### src/rtl/operand_fetch_stage_if.sv
// Operand-fetch stage bus: upstream and downstream handshakes,
// register file read port, writeback snoop and load-use inputs.
interface operand_fetch_stage_if #(
  parameter int STALL_CNT_W = 16
);
  logic                   in_valid;
  logic                   in_ready;
  logic [31:0]            in_instr;
  logic [31:0]            in_pc;
  logic [4:0]             rf_raddr1;
  logic [4:0]             rf_raddr2;
  logic [31:0]            rf_rdata1;
  logic [31:0]            rf_rdata2;
  logic                   wb_we;
  logic [4:0]             wb_waddr;
  logic [31:0]            wb_wdata;
  logic                   ex_load_pending;
  logic [4:0]             ex_load_rd;
  logic                   flush;
  logic                   out_valid;
  logic                   out_ready;
  logic [31:0]            out_pc;
  logic [5:0]             out_opcode;
  logic [5:0]             out_funct;
  logic [4:0]             out_shamt;
  logic [31:0]            out_rs_val;
  logic [31:0]            out_rt_val;
  logic [31:0]            out_imm;
  logic [4:0]             out_dest;
  logic [STALL_CNT_W-1:0] stall_cycles;

  modport master (
    output in_valid, in_instr, in_pc,
    output rf_rdata1, rf_rdata2,
    output wb_we, wb_waddr, wb_wdata,
    output ex_load_pending, ex_load_rd,
    output flush, out_ready,
    input  in_ready, rf_raddr1, rf_raddr2,
    input  out_valid, out_pc, out_opcode,
    input  out_funct, out_shamt, out_rs_val,
    input  out_rt_val, out_imm, out_dest,
    input  stall_cycles
  );

  modport slave (
    input  in_valid, in_instr, in_pc,
    input  rf_rdata1, rf_rdata2,
    input  wb_we, wb_waddr, wb_wdata,
    input  ex_load_pending, ex_load_rd,
    input  flush, out_ready,
    output in_ready, rf_raddr1, rf_raddr2,
    output out_valid, out_pc, out_opcode,
    output out_funct, out_shamt, out_rs_val,
    output out_rt_val, out_imm, out_dest,
    output stall_cycles
  );
endinterface

### src/rtl/operand_fetch_stage.sv
// Decode / operand-fetch stage: rf addressing, writeback bypass,
// load-use interlock and a registered bundle toward EX.
module operand_fetch_stage #(
  parameter int STALL_CNT_W = 16
) (
  input logic                  clk,
  input logic                  rst_n,
  operand_fetch_stage_if.slave bus
);

  logic [5:0]  opcode;
  logic [4:0]  rs;
  logic [4:0]  rt;
  logic [4:0]  rd;
  logic        rs_used;
  logic        rt_used;
  logic        hazard;
  logic        accept;
  logic [4:0]  dest;
  logic [31:0] rs_fwd;
  logic [31:0] rt_fwd;

  logic                   out_valid_q, out_valid_d;
  logic [31:0]            out_pc_q, out_pc_d;
  logic [5:0]             out_opcode_q, out_opcode_d;
  logic [5:0]             out_funct_q, out_funct_d;
  logic [4:0]             out_shamt_q, out_shamt_d;
  logic [31:0]            out_rs_val_q, out_rs_val_d;
  logic [31:0]            out_rt_val_q, out_rt_val_d;
  logic [31:0]            out_imm_q, out_imm_d;
  logic [4:0]             out_dest_q, out_dest_d;
  logic [STALL_CNT_W-1:0] stall_q, stall_d;

  assign opcode = bus.in_instr[31:26];
  assign rs     = bus.in_instr[25:21];
  assign rt     = bus.in_instr[20:16];
  assign rd     = bus.in_instr[15:11];

  assign bus.rf_raddr1 = rs;
  assign bus.rf_raddr2 = rt;

  // The rf write lands next edge, so snoop writeback this cycle
  function automatic logic [31:0] fwd(
    input logic [4:0]  src,
    input logic [31:0] rf,
    input logic        we,
    input logic [4:0]  wa,
    input logic [31:0] wd
  );
    if (we && wa != 5'd0 && wa == src) return wd;
    if (src == 5'd0) return 32'd0;
    return rf;
  endfunction

  // Decode source usage and destination register
  always_comb begin
    rs_used = !(opcode == 6'h02 || opcode == 6'h03);
    rt_used = (opcode == 6'h00) || (opcode == 6'h04) ||
              (opcode == 6'h05) || (opcode == 6'h2B);
    dest = 5'd0;
    unique case (1'b1)
      (opcode == 6'h00):                          dest = rd;
      (opcode[5:3] == 3'b001 || opcode == 6'h23): dest = rt;
      (opcode == 6'h03):                          dest = 5'd31;
      default:                                    dest = 5'd0;
    endcase
  end

  // Load-use interlock and handshake
  always_comb begin
    hazard = bus.ex_load_pending && bus.ex_load_rd != 5'd0 &&
             ((rs_used && bus.ex_load_rd == rs) ||
              (rt_used && bus.ex_load_rd == rt));
    bus.in_ready = !hazard && (!out_valid_q || bus.out_ready) &&
                   !bus.flush;
    accept = bus.in_valid && bus.in_ready;
    rs_fwd = fwd(rs, bus.rf_rdata1, bus.wb_we,
                 bus.wb_waddr, bus.wb_wdata);
    rt_fwd = fwd(rt, bus.rf_rdata2, bus.wb_we,
                 bus.wb_waddr, bus.wb_wdata);
  end

  // Next-state for bundle register and stall counter
  always_comb begin
    out_valid_d  = out_valid_q;
    out_pc_d     = out_pc_q;
    out_opcode_d = out_opcode_q;
    out_funct_d  = out_funct_q;
    out_shamt_d  = out_shamt_q;
    out_rs_val_d = out_rs_val_q;
    out_rt_val_d = out_rt_val_q;
    out_imm_d    = out_imm_q;
    out_dest_d   = out_dest_q;
    stall_d      = stall_q;
    if (bus.flush) begin
      out_valid_d = 1'b0;
    end else if (accept) begin
      out_valid_d  = 1'b1;
      out_pc_d     = bus.in_pc;
      out_opcode_d = opcode;
      out_funct_d  = bus.in_instr[5:0];
      out_shamt_d  = bus.in_instr[10:6];
      out_rs_val_d = rs_fwd;
      out_rt_val_d = rt_fwd;
      out_imm_d    = {{16{bus.in_instr[15]}},
                      bus.in_instr[15:0]};
      out_dest_d   = dest;
    end else if (bus.out_ready) begin
      out_valid_d = 1'b0;
    end
    if (bus.in_valid && hazard && !bus.flush &&
        stall_q != '1)
      stall_d = stall_q + STALL_CNT_W'(1);
  end

  // State registers
  always_ff @(posedge clk or negedge rst_n) begin
    if (!rst_n) begin
      out_valid_q  <= 1'b0;
      out_pc_q     <= '0;
      out_opcode_q <= '0;
      out_funct_q  <= '0;
      out_shamt_q  <= '0;
      out_rs_val_q <= '0;
      out_rt_val_q <= '0;
      out_imm_q    <= '0;
      out_dest_q   <= '0;
      stall_q      <= '0;
    end else begin
      out_valid_q  <= out_valid_d;
      out_pc_q     <= out_pc_d;
      out_opcode_q <= out_opcode_d;
      out_funct_q  <= out_funct_d;
      out_shamt_q  <= out_shamt_d;
      out_rs_val_q <= out_rs_val_d;
      out_rt_val_q <= out_rt_val_d;
      out_imm_q    <= out_imm_d;
      out_dest_q   <= out_dest_d;
      stall_q      <= stall_d;
    end
  end

  assign bus.out_valid    = out_valid_q;
  assign bus.out_pc       = out_pc_q;
  assign bus.out_opcode   = out_opcode_q;
  assign bus.out_funct    = out_funct_q;
  assign bus.out_shamt    = out_shamt_q;
  assign bus.out_rs_val   = out_rs_val_q;
  assign bus.out_rt_val   = out_rt_val_q;
  assign bus.out_imm      = out_imm_q;
  assign bus.out_dest     = out_dest_q;
  assign bus.stall_cycles = stall_q;

endmodule

### src/flat_wrapper.sv
// flat-port wrapper written by rule: the top's interface ports become plain ports
module operand_fetch_stage_flat 
#(
  parameter int STALL_CNT_W = 16
)
  (clk, rst_n, bus_in_valid, bus_in_instr, bus_in_pc, bus_rf_rdata1, bus_rf_rdata2, bus_wb_we, bus_wb_waddr, bus_wb_wdata, bus_ex_load_pending, bus_ex_load_rd, bus_flush, bus_out_ready, bus_in_ready, bus_rf_raddr1, bus_rf_raddr2, bus_out_valid, bus_out_pc, bus_out_opcode, bus_out_funct, bus_out_shamt, bus_out_rs_val, bus_out_rt_val, bus_out_imm, bus_out_dest, bus_stall_cycles);
  operand_fetch_stage_if #(.STALL_CNT_W(STALL_CNT_W)) bus_i ();
  input logic clk;
  input logic rst_n;
  input wire logic [$bits(bus_i.in_valid)-1:0] bus_in_valid;
  input wire logic [$bits(bus_i.in_instr)-1:0] bus_in_instr;
  input wire logic [$bits(bus_i.in_pc)-1:0] bus_in_pc;
  input wire logic [$bits(bus_i.rf_rdata1)-1:0] bus_rf_rdata1;
  input wire logic [$bits(bus_i.rf_rdata2)-1:0] bus_rf_rdata2;
  input wire logic [$bits(bus_i.wb_we)-1:0] bus_wb_we;
  input wire logic [$bits(bus_i.wb_waddr)-1:0] bus_wb_waddr;
  input wire logic [$bits(bus_i.wb_wdata)-1:0] bus_wb_wdata;
  input wire logic [$bits(bus_i.ex_load_pending)-1:0] bus_ex_load_pending;
  input wire logic [$bits(bus_i.ex_load_rd)-1:0] bus_ex_load_rd;
  input wire logic [$bits(bus_i.flush)-1:0] bus_flush;
  input wire logic [$bits(bus_i.out_ready)-1:0] bus_out_ready;
  output wire logic [$bits(bus_i.in_ready)-1:0] bus_in_ready;
  output wire logic [$bits(bus_i.rf_raddr1)-1:0] bus_rf_raddr1;
  output wire logic [$bits(bus_i.rf_raddr2)-1:0] bus_rf_raddr2;
  output wire logic [$bits(bus_i.out_valid)-1:0] bus_out_valid;
  output wire logic [$bits(bus_i.out_pc)-1:0] bus_out_pc;
  output wire logic [$bits(bus_i.out_opcode)-1:0] bus_out_opcode;
  output wire logic [$bits(bus_i.out_funct)-1:0] bus_out_funct;
  output wire logic [$bits(bus_i.out_shamt)-1:0] bus_out_shamt;
  output wire logic [$bits(bus_i.out_rs_val)-1:0] bus_out_rs_val;
  output wire logic [$bits(bus_i.out_rt_val)-1:0] bus_out_rt_val;
  output wire logic [$bits(bus_i.out_imm)-1:0] bus_out_imm;
  output wire logic [$bits(bus_i.out_dest)-1:0] bus_out_dest;
  output wire logic [$bits(bus_i.stall_cycles)-1:0] bus_stall_cycles;
  assign bus_i.in_valid = bus_in_valid;
  assign bus_i.in_instr = bus_in_instr;
  assign bus_i.in_pc = bus_in_pc;
  assign bus_i.rf_rdata1 = bus_rf_rdata1;
  assign bus_i.rf_rdata2 = bus_rf_rdata2;
  assign bus_i.wb_we = bus_wb_we;
  assign bus_i.wb_waddr = bus_wb_waddr;
  assign bus_i.wb_wdata = bus_wb_wdata;
  assign bus_i.ex_load_pending = bus_ex_load_pending;
  assign bus_i.ex_load_rd = bus_ex_load_rd;
  assign bus_i.flush = bus_flush;
  assign bus_i.out_ready = bus_out_ready;
  assign bus_in_ready = bus_i.in_ready;
  assign bus_rf_raddr1 = bus_i.rf_raddr1;
  assign bus_rf_raddr2 = bus_i.rf_raddr2;
  assign bus_out_valid = bus_i.out_valid;
  assign bus_out_pc = bus_i.out_pc;
  assign bus_out_opcode = bus_i.out_opcode;
  assign bus_out_funct = bus_i.out_funct;
  assign bus_out_shamt = bus_i.out_shamt;
  assign bus_out_rs_val = bus_i.out_rs_val;
  assign bus_out_rt_val = bus_i.out_rt_val;
  assign bus_out_imm = bus_i.out_imm;
  assign bus_out_dest = bus_i.out_dest;
  assign bus_stall_cycles = bus_i.stall_cycles;
  operand_fetch_stage #(.STALL_CNT_W(STALL_CNT_W)) u_core (.clk(clk), .rst_n(rst_n), .bus(bus_i));
endmodule
### config.mk
export PLATFORM = sky130hd
export DESIGN_NAME = operand_fetch_stage_flat
export DESIGN_NICKNAME = d
export VERILOG_FILES = /design/src/rtl/operand_fetch_stage_if.sv /design/src/rtl/operand_fetch_stage.sv /design/src/flat_wrapper.sv
export SDC_FILE = /design/constraint.sdc
export NUM_CORES = 1
export LEC_CHECK = 0
export BUFFER_PORTS_ARGS = -buffer_cell sky130_fd_sc_hd__buf_2
export CAP_MARGIN = 30
export CORE_ASPECT_RATIO = 1.5
export CORE_UTILIZATION = 35
export CTS_CLUSTER_DIAMETER = 80
export DETAILED_ROUTE_END_ITERATION = 7
export SYNTH_ARGS = -nofsm -noshare
export SYNTH_HDL_FRONTEND = slang
export SYNTH_SLANG_ARGS = --single-unit
### constraint.sdc
create_clock -name clk -period 5.6 [get_ports clk]
set_clock_uncertainty 0.05 [all_clocks]
set_input_delay 0.28 -clock clk [delete_from_list [all_inputs] [get_ports clk]]
set_output_delay 0.28 -clock clk [all_outputs]
set_load 0.005 [all_outputs]
==> run_results.csv, run 1 <==
group,metric,value,unit
placement,place_hpwl,14800,um
sta,tns,0,ns
setup_path,critPathRequiredTime,5.27,ns
layout,multiInputGateArea,3050,um2
sta,max_freq,0.383,GHz
cts,clkSinkCount,140,
setup_path,cp.arrival,2.28,ns
grt,use_met2,0.336,
cts,cts_made_buffers,17,
setup_path,r2r-start,"u_core.bus.stall_cycles[0]",
grt,gr-usage-met1,0.245,
sta,whs,0.0338,ns
logic_synthesis,synth_top_flop_cell,"dfrtp_1",
logic_synthesis,yosys_warnings,0,
power,finalPower,3030,uW
grt,grt_pass1_vias,5766,
floorplan,core_area,19800,um2
placement,port_buffers,354,
setup_path,criticalPathCategory,"in2out",
layout,seq_area,3500,um2
layout,n_fill_cell,1973,
logic_synthesis,synth_area_leaders,"dfrtp_1 (50%), mux2_4 (11%), nand2_1 (7.9%), a21oi_1 (5.3%), o21ai_1 (4.1%)",
setup_path,endpoint_kind,"output pin",
sta,period_share,0.466,
logic_synthesis,ys_seq_elements,140,
layout,final_layout_size_suffix_gt1_frac,0.430,
drt,routedWlPerCell,15.7,um
logic_synthesis,yosysTopAreaCellShare,0.497,
logic_synthesis,syn_area,7050,um2
grt,grt-busiest-layer,"met2",
cts,insertion_delay,0.42,ns
layout,finish.utilization,0.474,
run_status,outcome,"complete, no violations",
logic_synthesis,yosysSeqAreaShare,0.497,
power,ir_worst_vdd,183,uV
logic_synthesis,netlist_instances,733,
min_path,hold_start,"bus_in_pc[30]",
grt,grt_max_degree,195,
drt,drtPass1Iterations,5,
cts,clock-root-buffer,"clkbuf_16",
grt,antenna_found_initial,1,
cts,clk_pin_slew,0.06,ns
sta,post-route-min-period,2.61,ns
layout,fin_nets,1213,
min_path,hold_path_class,"in2reg",
sta,grt_setup_unrepaired,"false",
floorplan,die_height,176,um
setup_path,start_kind,"input port",
layout,area_delta_synth_final,33.1,%
floorplan,die_area,20700,um2
drt,drtAntennaViolNets,0,
floorplan,initial_core_util,0.356,
logic_synthesis,synthArstFlopShare,1.00,
drt,drcViolationCount,0,
floorplan,ios,355,
logic_synthesis,syn-num-nets,911,
sta,finalHoldViolCount,0,
cts,post_cts.resized_instances,0,
logic_synthesis,yosys.cell_count.top_type,"nand2_1",
grt,gr-total-overflow,0,
floorplan,dieWidth,118,um
cts,cts_tree,"yes",
placement,gp_congestion,0.904,
logic_synthesis,synth_cell_types,34,
logic_synthesis,synth_edf_count,0,
cts,hold_buffers,2,
setup_path,setup.worst_path.start,"bus_ex_load_rd[0]",
logic_synthesis,yosys-top-cells-count,"nand2_1 (149), dfrtp_1 (140), a21oi_1 (75)",
drt,wl,20400,um
cts,clk_path_buf_depth,2,
setup_path,cp_max_fo,17,
flow_run,max-cap-violations,0,
power,p_leak,0.00510,uW
sta,worstMarginPinSlew,0.990,ns
floorplan,row_count,63,
power,power_density,323,nW/um2
cts,htreeDepth,4,
logic_synthesis,synth.avg_cell_area,9.62,um2
sta,setup_viol,0,
grt,grt.total_usage,0.203,
sta,relSlewSlack,0.340,
grt,grt_pass1_wl,32100,um
drt,drt_iter0_markers,254,
drt,routed_via_density,4.64,
sta,maxSlewViolCount,0,
cts,cts_setup_buffers,0,
logic_synthesis,yosysTopAreaCell,"dfrtp_1",
grt,use_met3,0.0490,
drt,via_count,6063,
layout,antenna_cells,0,
registers in the layout, indices dropped and copies added (netlist names):
name / cells
u_core.bus.out_dest: 5
u_core.bus.out_imm: 16
u_core.bus.out_opcode: 6
u_core.bus.out_pc: 32
u_core.bus.out_rs_val: 32
u_core.bus.out_rt_val: 32
u_core.bus.out_valid: 1
u_core.bus.stall_cycles: 16
through the flow:
step           setup WS [ns]  std cells  instance area (um2)
2_1_floorplan           3.51        733                 7050
3_3_place_gp            2.97       1273                 8740
3_5_place_dp            2.96       1273                 8740
4_1_cts                 2.97       1305                 9350
5_1_grt                 2.82       1306                 9380
6_report                2.99       1306                 9380
worst max-delay path, stage by stage:
cell and delay, ns:
buf_2 0.13, or4_1 0.53, o21ai_2 0.23, nand4b_1 0.23, o21a_1 0.53, and3b_1 0.24, buf_2 0.11
layer usage:
metal	wire, um	vias to the layer above
met5	8	-
met4	682	2
met3	1060	38
met2	10300	223
met1	8410	2777
li1	-	3023
layout make-up:
type | count | share of cell area
Sequential cell | 140 | 0.373
Multi-Input combinational cell | 507 | 0.325
Timing Repair Buffer | 363 | 0.201
Clock buffer | 19 | 0.0483
Tap cell | 260 | 0.0347
Clock inverter | 11 | 0.0153
Inverter | 6 | 0.00240
power by group:
part | leakage, uW | internal [uW] | switching, uW | total (uW)
Sequential | 0.00173 | 1160 | 87.2 | 1250
Combinational | 0.00310 | 334 | 291 | 625
Clock | 0.000283 | 717 | 432 | 1150
Total | 0.00510 | 2220 | 810 | 3030
cells by family after synthesis:
| logic type | after synthesis | share of synthesized area |
|---|---|---|
| fa+ha+maj | 1 | 0.00177 |
| flops | 140 | 0.497 |
| compound gates | 152 | 0.112 |
| xor+xnor | 35 | 0.0435 |
| simple gates | 265 | 0.157 |
| mux | 54 | 0.114 |
| buf+inv | 86 | 0.0745 |
cell usage in the layout, fill, tap and decap left out, drive strengths merged, types with 11 or more instances in the layout:
cell    synthesis  final
buf            53    361
nand2         149    149
dfrtp         140    140
a21oi          75     75
o21ai          73     73
nor2           72     72
mux2           53     53
xor2           25     25
clkbuf         27     19
nor3           11     11
final timing paths:
check	depth (start not counted)	end	slack [ns]
min in group asynchronous	2	u_core.bus.out_valid	0.37
setup / recovery	7	bus_in_ready	2.99
hold / removal	2	u_core.bus.out_pc[30]	0.03
hold reg to reg	2	u_core.bus.out_dest[1]	0.43
max in group asynchronous	4	u_core.bus.out_imm[12]	4.08
setup reg to reg	7	u_core.bus.stall_cycles[1]	3.42
(Power assumes the default switching activity.)
==> run 2, diff against run 1 <==
==> constraint.sdc (replaced) <==
create_clock -name clk -period 2.7 [get_ports clk]
set_clock_uncertainty 0.05 [all_clocks]
set_input_delay 0.135 -clock clk [delete_from_list [all_inputs] [get_ports clk]]
set_output_delay 0.135 -clock clk [all_outputs]
set_load 0.005 [all_outputs]
==> run 2 against run 1 <==
Compared with the run above: total power grew 110%; routed wire length increased by 5.4%; first-iteration DRC count down 5.1%; register-to-register slack lost 2.8 ns; global-route usage grew 0.69 points; core utilization rose by 4.9 points; critical path depth unchanged; count of clock-buffer cells in the layout grew 2; worst setup slack worse by 2.8 ns; largest cell class unchanged; largest power group unchanged; highest routed layer is now met4.
==> run_results.csv, run 2 (same netlist as run 1, synthesis figures left out) <==
group,metric,value,unit
run_status,outcome,"complete, no violations",
cts,clock-root-buffer,"clkbuf_16",
setup_path,start_kind,"input port",
min_path,hold_path_class,"in2reg",
floorplan,ios,355,
min_path,hold_end,"u_core.bus.out_rs_val[3]",
floorplan,die_area,20700,um2
layout,final_layout_size_suffix_gt1_frac,0.404,
cts,htreeDepth,4,
power,power_frac_clock,0.357,
grt,use_met2,0.353,
cts,cts_setup_buffers,0,
sta,grt_setup_unrepaired,"false",
cts,clk_path_buf_depth,2,
cts,cts_tree,"yes",
drt,drt_iter0_markers,241,
drt,drtPass1Iterations,5,
grt,grt_max_degree,79,
placement,place_ws,0.309,ns
grt,gr-usage-met1,0.246,
sta,relSlewSlack,0.607,
floorplan,core_area,19800,um2
power,switching_share,0.275,
flow_run,max-cap-violations,0,
placement,place_inst,1285,
placement,port_buffers,354,
placement,postPlaceCellArea,8900,um2
power,ir_worst_vdd,391,uV
drt,drtAntennaViolNets,0,
sta,post-route-min-period,2.49,ns
layout,layout_commonest_cell,"buf_2",
grt,grt.total_usage,0.209,
grt,grt_pass1_vias,6287,
setup_path,r2r-start,"u_core.bus.stall_cycles[0]",
power,power_density,604,nW/um2
sta,maxSlewViolCount,0,
setup_path,regToRegSetupSlack,0.62,ns
setup_path,cp_max_fo,14,
cts,cts_made_buffers,17,
floorplan,row_count,63,
setup_path,cp.arrival,2.30,ns
layout,fin_nets,1310,
sta,max_freq,0.402,GHz
power,p_leak,0.00552,uW
drt,routed_via_density,4.64,
layout,most-common-layout-cells,"buf_2 (353), nand2_1 (149), dfrtp_1 (140)",
floorplan,dieWidth,118,um
grt,grt_pass1_wl,33500,um
min_path,hold_start,"bus_rf_rdata1[3]",
layout,finish.utilization,0.523,
placement,gp_congestion,0.886,
drt,via_count,6525,
grt,gr-total-overflow,0,
min_path,holdPathStages,5,
layout,final_area,10300,um2
floorplan,initial_core_util,0.356,
sta,worstMarginPinSlew,0.590,ns
grt,use_met3,0.0494,
drt,wl,21500,um
power,switching_power,1720,uW
sta,tns,0,ns
sta,finalHoldViolCount,0,
setup_path,criticalPathCategory,"in2out",
floorplan,die_height,176,um
grt,grt-busiest-layer,"met2",
setup_path,critPathRequiredTime,2.52,ns
sta,period_share,0.921,
cts,clk_pin_slew,0.06,ns
sta,setup_viol,0,
layout,n_fill_cell,1815,
layout,area_delta_synth_final,46.8,%
layout,layoutNonFillerInstCount,1406,
power,p_seq_frac,0.416,
power,internal_power,4540,uW
power,power_frac_comb,0.227,
setup_path,endpoint_kind,"output pin",
setup_path,r2r_end,"u_core.bus.stall_cycles[13]",
placement,place_hpwl,15100,um
drt,routedWlPerCell,15.3,um
grt,antenna_found_initial,1,
setup_path,r2r_cells,8,
drt,drcViolationCount,0,
sta,fin_ws,0.214,ns
cts,clkSinkCount,140,
cts,insertion_delay,0.42,ns
run 2: cell types whose count changed in the layout (fill, tap and decap cells not counted), sizes merged:
| cell | before | now |
|---|---|---|
| dlygate4sd3 | 2 | 88 |
| buf | 361 | 372 |
| clkinv | 3 | 6 |
| bufinv | 3 | 1 |
| clkbuf | 19 | 21 |
| diode | 0 | 1 |
| inv | 7 | 6 |
run 2: metal layers:
metal	part of all wire	routed length, um
met3	0.048	1030
met5	0	0
met2	0.50	10700
met1	0.42	8990
met4	0.037	801
run 2: repair_timing:
action | CTS | global route
hold endpoints to repair | 173 | 0
hold buffers | 88 | 0
gates resized for setup | 0 | 1
setup endpoints to repair | 0 | 2
run 2: final cells by class:
| cell class | count | area, um2 | share of cell area |
|---|---|---|---|
| sequential | 140 | 3500 | 0.338 |
| multi-input combinational | 507 | 3050 | 0.295 |
| timing repair buffer | 460 | 2880 | 0.278 |
| clock buffer | 21 | 470 | 0.0455 |
| tap | 260 | 325 | 0.0314 |
| clock inverter | 11 | 93.8 | 0.00907 |
| inverter | 6 | 22.5 | 0.00218 |
| antenna | 1 | 2.50 | 0.000242 |
run 2: metrics by stage:
step           hold slack, ns  total power [uW]
2_1_floorplan          -0.211              3320
3_3_place_gp            0.105              3940
3_5_place_dp           0.0976              3960
4_1_cts              0.000789              6340
5_1_grt                0.0348              6580
6_report               0.0284              6250
run 2: worst max-delay path by stage:
stage | from | endpoint | cells after the start
floorplan | bus_ex_load_rd[0] | u_core.bus.out_imm[10] | 7
global placement | bus_ex_load_rd[0] | u_core.bus.out_imm[1] | 8
detailed placement | bus_ex_load_rd[0] | u_core.bus.out_pc[25] | 8
CTS | bus_in_instr[28] | bus_in_ready | 7
global route | bus_in_instr[28] | bus_in_ready | 7
finish | bus_in_instr[28] | bus_in_ready | 7
run 2: critical path, stage by stage:
cell and delay [ns]:
dlygate4sd3_1 0.55, buf_2 0.15, or4_1 0.54, o2111ai_2 0.29, o21a_2 0.33, and3b_1 0.20
buf_2 0.11
run 2: power by group through the flow:
| stage | Sequential, uW | Combinational [uW] | Clock [uW] |
|---|---|---|---|
| 6_report | 2600 | 1420 | 2230 |
| 5_1_grt | 2640 | 1560 | 2380 |
| 4_1_cts | 2600 | 1430 | 2310 |
| 3_5_place_dp | 2630 | 1330 | 0 |
| 3_3_place_gp | 2630 | 1310 | 0 |
| 2_1_floorplan | 2660 | 668 | 0 |
==> run 3, diff against run 2 <==
--- a/config.mk
+++ b/config.mk
@@ -9,8 +9,10 @@
 export CAP_MARGIN = 30
 export CORE_ASPECT_RATIO = 1.5
 export CORE_UTILIZATION = 35
+export CTS_BUF_LIST = sky130_fd_sc_hd__clkbuf_4 sky130_fd_sc_hd__clkbuf_8
 export CTS_CLUSTER_DIAMETER = 80
 export DETAILED_ROUTE_END_ITERATION = 7
+export PLACE_DENSITY = 0.71
 export SYNTH_ARGS = -nofsm -noshare
 export SYNTH_HDL_FRONTEND = slang
 export SYNTH_SLANG_ARGS = --single-unit
==> run 3 against run 2 <==
Compared with the run above: register-to-register slack hardly changed; sequential cell count stayed put; first-iteration DRC count is 39% higher; non-clock buffer count is 59 higher; die area stayed put; hold slack better by 0.020 ns; worst setup slack worse by 0.068 ns; core utilization is 2.2 points higher; total power is 4.7% lower; via count is 6.5% higher; critical endpoint is now u_core.bus.out_rs_val[12].
==> run_results.csv, run 3 (same netlist as run 1, synthesis figures left out) <==
group,metric,value,unit
sta,setup_viol,0,
sta,whs,0.0484,ns
layout,final_layout_size_suffix_gt1_frac,0.387,
cts,clkSinkCount,140,
cts,clk_path_buf_depth,2,
layout,final_area,10800,um2
sta,period_share,0.946,
setup_path,r2r_cells,8,
floorplan,initial_core_util,0.356,
min_path,holdPathStages,5,
grt,grt_pass1_wl,36700,um
sta,worstMarginPinSlew,0.618,ns
placement,port_buffers,354,
cts,cts_setup_buffers,0,
floorplan,dieWidth,118,um
drt,drtAntennaViolNets,0,
floorplan,die_height,176,um
cts,clk_pin_slew,0.08,ns
setup_path,endpoint_kind,"flip-flop",
sta,maxSlewViolCount,0,
setup_path,critPathRequiredTime,2.96,ns
cts,clock-root-buffer,"clkbuf_8",
floorplan,ios,355,
grt,grt_pass1_vias,6976,
floorplan,row_count,63,
layout,area_delta_synth_final,53.0,%
grt,grt.total_usage,0.230,
sta,grt_setup_unrepaired,"false",
run_status,outcome,"complete, no violations",
setup_path,start_kind,"input port",
min_path,hold_end,"u_core.bus.out_rs_val[31]",
drt,wl,23400,um
drt,routedWlPerCell,16.0,um
sta,post-route-min-period,2.55,ns
grt,grt_max_degree,67,
layout,multiInputGateArea,3050,um2
placement,gp_congestion,0.851,
sta,tns,0,ns
drt,via_count,6952,
min_path,hold_path_class,"in2reg",
flow_run,max-cap-violations,0,
cts,cts_made_buffers,17,
layout,fin_nets,1369,
setup_path,cp_max_fo,66,
layout,most-common-layout-cells,"buf_2 (353), nand2_1 (149), dlygate4sd3_1 (145)",
drt,drtPass1Iterations,5,
setup_path,cp.arrival,2.82,ns
cts,cts_tree,"yes",
sta,relSlewSlack,0.588,
floorplan,die_area,20700,um2
layout,antenna_cells,0,
layout,n_fill_cell,1676,
sta,max_freq,0.392,GHz
cts,insertion_delay,0.46,ns
drt,drcViolationCount,0,
sta,finalHoldViolCount,0,
setup_path,regToRegSetupSlack,0.63,ns
layout,layout_commonest_cell,"buf_2",
floorplan,core_area,19800,um2
layout,seq_area,3500,um2
grt,antenna_found_initial,0,
power,p_leak,0.00571,uW
setup_path,criticalPathCategory,"in2reg",
power,power_density,552,nW/um2
drt,drt_iter0_markers,335,
placement,postPlaceCellArea,8900,um2
layout,finish.utilization,0.545,
placement,place_hpwl,15700,um
cts,htreeDepth,4,
grt,gr-total-overflow,0,
drt,routed_via_density,4.75,
setup_path,r2r_end,"u_core.bus.stall_cycles[15]",
power,ir_worst_vdd,255,uV
min_path,hold_start,"bus_rf_rdata1[31]",
setup_path,r2r-start,"u_core.bus.stall_cycles[0]",
run 3: cell types whose count changed in the layout (fill, tap and decap cells not counted), moves of 3 or more:
| cell | delta |
|---|---|
| clkbuf_16 | -17 |
| buf_4 | +3 |
| clkinvlp_4 | -3 |
| dlygate4sd3_1 | +57 |
| clkbuf_8 | +18 |
run 3: power breakdown:
group          switching (uW)  internal, uW  leakage [uW]  total (uW)
clock                     821          1010      0.000218        1830
sequential                198          2410       0.00173        2610
combinational             667           854       0.00377        1520
run 3: worst max-delay path by stage:
stage	cells after the start	slack, ns	startpoint	endpoint
floorplan	7	0.75	bus_ex_load_rd[0]	u_core.bus.out_imm[10]
detailed placement	8	0.20	bus_ex_load_rd[0]	u_core.bus.out_rt_val[0]
global route	8	0.05	bus_in_instr[29]	u_core.bus.out_rs_val[12]
CTS	7	0.05	bus_in_instr[29]	bus_in_ready
finish	8	0.15	bus_in_instr[29]	u_core.bus.out_rs_val[12]
global placement	7	0.29	bus_in_instr[21]	u_core.bus.out_rs_val[31]
run 3: per-stage QoR:
| step | total power (uW) | instances | setup slack [ns] |
|---|---|---|---|
| global route | 6290 | 1463 | 0.0465 |
| floorplan | 3320 | 733 | 0.750 |
| detailed placement | 3970 | 1287 | 0.199 |
| finish | 5960 | 1463 | 0.146 |
| CTS | 6010 | 1463 | 0.0542 |
| global placement | 3930 | 1287 | 0.289 |
run 3: area by class of cell:
class | count | share of cell area
inverters | 6 | 0.00209
well taps | 260 | 0.0302
clock inverters | 10 | 0.0129
repair buffers | 519 | 0.320
multi-input cells | 507 | 0.283
flip-flops and latches | 140 | 0.325
clock buffers | 21 | 0.0268
run 3: what timing repair did:
item	4_1_cts	5_1_grt
endpoints found under the setup margin	0	1
hold endpoints to repair	179	0
hold buffers	145	0
gates resized for setup	0	1
run 3: critical path, cell delays in order:
cell	delay, ns
dlygate4sd3_1	0.56
buf_2	0.17
or4_1	0.63
o2111ai_2	0.30
o2111ai_4	0.32
buf_4	0.42
nand2_1	0.16
o21ai_1	0.09
run 3: layer usage:
metal  share of wire  GRT usage  up-vias
li1                -          -     3331
met1            0.39      0.255     3249
met2            0.52      0.406      304
met3           0.054     0.0562       68
met4           0.039      0.120        0
met5               0          0        -
